**src/rtl/scan_seq_3b.sv**
```systemverilog
// 3-bit channel scan sequencer driving a 3-to-8 decoder select/enable.
// Optional macro SCAN_SEQ_BLANK_EN inserts one disabled cycle between channels.
module scan_seq_3b #(
    parameter int DWELL_W = 8
) (
    input  logic               clk,
    input  logic               rst_n,
    input  logic               start,
    input  logic               stop,
    input  logic               cont,
    input  logic [DWELL_W-1:0] dwell,
    output logic [2:0]         a,
    output logic               en,
    output logic               busy,
    output logic               done,
    output logic               wrap
);

    typedef enum logic [1:0] {IDLE, ACTIVE, BLANK} state_t;

    state_t             state_q, state_d;
    logic [2:0]         a_q, a_d;
    logic               en_q, en_d;
    logic               busy_q, busy_d;
    logic               done_q, done_d;
    logic               wrap_q, wrap_d;
    logic               cont_q, cont_d;
    logic [DWELL_W-1:0] cnt_q, cnt_d;
    logic [DWELL_W-1:0] rld_q, rld_d;
    logic [DWELL_W-1:0] dwell_m1;

    // Counter holds remaining cycles minus one, so dwell=0 and dwell=1 both load 0.
    assign dwell_m1 = (dwell == '0) ? '0 : dwell - 1'b1;

    always_comb begin
        state_d = state_q;
        a_d     = a_q;
        en_d    = en_q;
        busy_d  = busy_q;
        done_d  = 1'b0;
        wrap_d  = 1'b0;
        cont_d  = cont_q;
        cnt_d   = cnt_q;
        rld_d   = rld_q;
        case (state_q)
            IDLE: begin
                a_d    = 3'd0;
                en_d   = 1'b0;
                busy_d = 1'b0;
                if (start && !stop) begin
                    state_d = ACTIVE;
                    en_d    = 1'b1;
                    busy_d  = 1'b1;
                    cont_d  = cont;
                    rld_d   = dwell_m1;
                    cnt_d   = dwell_m1;
                end
            end
            ACTIVE: begin
                if (stop) begin
                    state_d = IDLE;
                    a_d     = 3'd0;
                    en_d    = 1'b0;
                    busy_d  = 1'b0;
                end else if (cnt_q != '0) begin
                    cnt_d = cnt_q - 1'b1;
                end else if (a_q == 3'd7 && !cont_q) begin
                    state_d = IDLE;
                    a_d     = 3'd0;
                    en_d    = 1'b0;
                    busy_d  = 1'b0;
                    done_d  = 1'b1;
                end else begin
                    // 3-bit increment rolls 7 back to 0 for continuous mode.
                    a_d    = a_q + 3'd1;
                    wrap_d = (a_q == 3'd7);
                    cnt_d  = rld_q;
`ifdef SCAN_SEQ_BLANK_EN
                    state_d = BLANK;
                    en_d    = 1'b0;
`endif
                end
            end
`ifdef SCAN_SEQ_BLANK_EN
            BLANK: begin
                if (stop) begin
                    state_d = IDLE;
                    a_d     = 3'd0;
                    busy_d  = 1'b0;
                end else begin
                    state_d = ACTIVE;
                    en_d    = 1'b1;
                end
            end
`endif
            default: begin
                state_d = IDLE;
                a_d     = 3'd0;
                en_d    = 1'b0;
                busy_d  = 1'b0;
            end
        endcase
    end

    always_ff @(posedge clk or negedge rst_n) begin
        if (!rst_n) begin
            state_q <= IDLE;
            a_q     <= 3'd0;
            en_q    <= 1'b0;
            busy_q  <= 1'b0;
            done_q  <= 1'b0;
            wrap_q  <= 1'b0;
            cont_q  <= 1'b0;
            cnt_q   <= '0;
            rld_q   <= '0;
        end else begin
            state_q <= state_d;
            a_q     <= a_d;
            en_q    <= en_d;
            busy_q  <= busy_d;
            done_q  <= done_d;
            wrap_q  <= wrap_d;
            cont_q  <= cont_d;
            cnt_q   <= cnt_d;
            rld_q   <= rld_d;
        end
    end

    assign a    = a_q;
    assign en   = en_q;
    assign busy = busy_q;
    assign done = done_q;
    assign wrap = wrap_q;

endmodule
```
**config.mk**
```make
export PLATFORM = sky130hd
export DESIGN_NAME = scan_seq_3b
export DESIGN_NICKNAME = d
export VERILOG_FILES = /design/src/rtl/scan_seq_3b.sv
export SDC_FILE = /design/constraint.sdc
export NUM_CORES = 1
export LEC_CHECK = 0
export CORE_MARGIN = 2
export CORE_UTILIZATION = 45
export CTS_CLUSTER_SIZE = 8
export DETAILED_ROUTE_END_ITERATION = 16
export GPL_ROUTABILITY_DRIVEN = 0
export PLACE_DENSITY = 0.8
export SLEW_MARGIN = 0
export SYNTH_ARGS = -nofsm -noshare
export SYNTH_HDL_FRONTEND = slang
export SYNTH_SLANG_ARGS = --single-unit
```
**constraint.sdc**
```tcl
create_clock -name clk -period 2 [get_ports clk]
set_input_delay 0.4 -clock clk [delete_from_list [all_inputs] [get_ports clk]]
set_output_delay 0.4 -clock clk [all_outputs]
set_load 0.005 [all_outputs]
```
Yosys cells after proc, flatten, opt, wreduce, memory -nomap -nowiden:

Cells that the tools add are included.

* add/sub/neg operators: 3
* equality and inequality tests: 7
* multiplexer cells: 28
* reduce and logical (&&, ||, !) cells: 12

Operators with widths (count)
* 8-bit 2-to-1 mux: 5
* 8-bit case mux with 2 select lines: 1
* 8-bit by 1-bit subtractor with 8-bit output, second input constant: 2
* 1-bit 2-to-1 mux: 12
* 3-bit 2-to-1 mux: 4
* 3-bit != test, second input constant: 3
* 8-bit logical NOT: 1
* 2-bit 2-to-1 mux: 4
* 8-bit nonzero test: 1
* 2-bit != test, second input constant: 2
* 2-bit case mux with 2 select lines: 1
* 2-bit AND reduction: 2
* 4-bit AND reduction: 1
* 3-bit by 1-bit adder with 3-bit output, second input constant: 1
* 3-bit == test, second input constant: 1
* 3-bit AND reduction: 1
* 2-bit by 1-bit == test with 1-bit output, second input constant: 1
* 1-bit logical AND: 2
* 1-bit logical NOT: 2
* 2-bit logical NOT: 1
* 1-bit case mux with 2 select lines: 1
* 2-bit nonzero test: 1

* register bits: 25
* input port bits: 13
* output and inout bits: 7

Logic depth before layout (Yosys ltp):

* depth after elaboration: 6
* depth in mapped cells: 7
* mapped depth without buffers: 6

Worst setup path after synthesis:

No wires, ideal clock.

* path type: register to register
* start point: register cnt_q[0]
* end point: register cnt_q[0]
* setup time: 0.121 ns
* arrival time: 1.955 ns
* data required time: 1.879 ns
* path slack: -0.076 ns
* stages on the path, launching flop included: 8
* path buffers: 1
* clock period less this slack: 2.076 ns
* cells stage by stage: dfrtp_1 -> inv_1 -> ha_1 -> or4b_4 -> buf_6 -> or3_1 -> a32o_1 -> a22o_1

* longest elaborated chain between the ends: 4

RTL lines
* start, declared: line 28 `logic [DWELL_W-1:0] cnt_q, cnt_d;`
* start signal, assigned: line 124 `cnt_q <= cnt_d;`
* 8-bit by 1-bit subtractor with 8-bit output / 8-bit nonzero test (equally long branches): line 66, 65
* 8-bit 2-to-1 mux: line 65 `end else if (cnt_q != '0) begin`
* 8-bit 2-to-1 mux: line 60 `if (stop) begin`
* 8-bit case mux with 2 select lines: line 45 `case (state_q)`

Parallel ways exist; a longest one is shown, timed or not. The select of a mux whose other input is x is not followed.
A chain may end at the register's enable or synchronous reset.

Final worst setup path:

Same ends and word-level chain as after synthesis.

==> reports/qor.txt <==
Synth Area in Simple Gates: 23.6%
final core occ: 62.7%
WS Path Type: flop to flop
drt drc: 0
fin worst setup slack: -0.0335 ns
Worst Hold Class: primary input to async pin
#FFs+latches synth: 24
WP data required: 2.22 ns
Max-slew headroom: 66.5%
Pleak: 0.809 nW
Fin Hold WS: 0.414 ns
status: finished, violations left
Tmin final: 2.03 ns
cts bufs inserted: 3
startpoint types: flop
commonest non-fill, non-tap cells in the layout: dfrtp_1 (24), buf_4 (24), clkdlybuf4s50_1 (19)
mux share of post-synthesis cell area: 1.44%
post-synthesis net count: 183
Synth Area in Adders: 5.07%
final hold vios: 0
Avg Inst Size Synth: 9.03 µm²
maximum vdd drop: 0.476 mV
worst skew pair latency: 0.32 ns
post-synthesis sequential area ratio: 40.5%
global route total overflow: 0
Worst-Margin Slew: 0.498 ns
Max Fclk: 0.492 GHz
Cell Area, Synth: 1480 µm²
EDFF count, synth: 0
synthesis-to-finish area growth: 31.3%
XOR/XNOR share of the synthesized area: 2.96%
Die Y: 61.4 µm
arrival time at the worst endpoint: 2.26 ns
compound-cell area share of the yosys netlist: 21.6%
crit end category: flop
CTS tree: yes
worst setup skew after layout: 0.00609 ns
failing checks: negative setup slack
Max-Cap Viols: 0
cell types occupying the most area after synthesis: dfrtp_1 (41%), ha_1 (5.1%), nand2_1 (4.6%)
via count: 1436
WL final: 3810 µm
vias in the first global route: 1386
power density cells: 646 nW/µm²
warnings from Yosys: 0
clk slew on worst S/H paths: 0.13 ns
initial antenna violation count: 0
ant diodes: 0
1st-iter DRT viols: 63
IO Port Bufs: 19
CP max FO: 4
Synth Flop Type: dfrtp_1
Final setup violation count: 1
Final Power: 1.26 mW
Synth cell types: 44
footprint of the multi-input gates: 838 µm²
FFs w/ async S/R, synth: 100%
core area: 3100 µm²
Chip Width: 61.4 µm
# nets final: 225
Post-DP HPWL: 2890 µm
standard-cell rows: 20
first-pass GRT wire length: 6210 µm
clk sinks: 24
Die ar.: 3770 µm²
Cells after Synth: 164
Max Root-Sink Buffers: 2
Filler Cell Count: 270
via-per-instance ratio: 5.77
Register Area: 601 µm²
main combinational cell family by area after synthesis: simple AND/OR/NAND/NOR gates
max-slew violations: 0
RSZ-0062 raised after global routing: true
Post-DRT Antenna Nets: 0
Yosys top cell by area: dfrtp_1
layout cells sized above 1: 20.0%
H-tree levels: 1
final period utilization: 102%
Yosys top cell area share: 40.5%
Pre-antenna DRT Iters: 4
num ports: 20
Root Buffer: clkbuf_4
WL per Instance: 15.3 µm
GRT Total Usage: 22.2%
FF-to-FF setup slack: -0.03 ns
initial cell density of the core: 47.7%
largest net degree at the start of global routing: 25
[critical path, cell delays in order, from the launching register on]
cell     delay, ns
dfrtp_1       0.42
inv_2         0.09
ha_4          0.13
or4b_4        0.49
or3_1         0.34
a32o_1        0.24
a22o_1        0.23
[final timing paths]
path	from	cells past startpoint	to
min in group clk	rld_q[7]	2	rld_q[7]
worst min-delay path	rst_n	2	rld_q[0]
max in group asynchronous	rst_n	2	wrap
worst max register to register	cnt_q[0]	6	cnt_q[0]
worst min register to register	rld_q[7]	2	rld_q[7]
worst max-delay path	cnt_q[0]	6	cnt_q[0]
[cells by family (layout without fill, tap and decap cells)]
| family | after synthesis | in the layout |
|---|---|---|
| buf+inv | 14 | 55 |
| compound gates | 48 | 48 |
| fa+ha+maj | 6 | 6 |
| xor+xnor | 5 | 5 |
| mux | 2 | 2 |
| flops | 24 | 24 |
| simple gates | 65 | 65 |
[layer usage]
layer	part of all wire, %	up-vias	global-route usage [%]
met4	2.7	0	8.21
met3	6.9	12	2.52
met2	51	63	38.1
met5	0	-	0
met1	40	675	29.0
li1	-	686	-
[synth_stat cells (2+ instances only)]
library cell and n:
o31ai_1 2, nor3_1 6, nand2b_1 6, nor3b_1 4, buf_6 2, dfrtp_1 24, inv_1 6, a21oi_1 7
a31oi_1 7, nand3_1 3, and3_1 2, xnor2_1 3, a32o_1 2, nand2_1 18, or3_1 5, nor2_1 12
nor2b_1 2, or4_1 2, clkbuf_1 5, o211ai_1 5, xor2_1 2, ha_1 6, o21ai_0 12
[layout make-up]
cell class / count / share of cell area (%)
clock buffer: 4 / 1.86
multi-input combinational: 126 / 43.1
timing repair buffer: 45 / 20.2
tap: 44 / 2.83
inverter: 6 / 1.16
sequential: 24 / 30.9
[report_power, final]
part / leakage, nW / internal, mW / total, mW / switching [mW]
clock: 0.0210 / 0.111 / 0.257 / 0.145
sequential: 0.299 / 0.551 / 0.610 / 0.0590
combinational: 0.489 / 0.200 / 0.390 / 0.190
[metrics by stage]
step                cell area (µm²)  instances  setup slack [ns]  TNS, ns
floorplan                      1480        164           -0.0213  -0.0213
global placement               1840        241           -0.0463  -0.0868
detailed placement             1840        241            -0.161   -0.840
finish                         1950        249           -0.0335  -0.0335
CTS                            1890        246           -0.0169  -0.0169
global route                   1950        249           -0.0909   -0.101
[flip-flops by register name, summed over array words and instances (netlist names)]
signal,cells
wrap,1
busy,1
a,3
done,1
state_q,1
cnt_q,8
cont_q,1
rld_q,8
[timing repair]
action,in CTS,in global routing
pin swaps,0,3
endpoints found under the setup margin,1,6
hold buffers,0,0
gates resized for setup,1,7
buffers inserted,1,3
cloned,0,1
No activity file was read; power rests on OpenSTA's default activity.
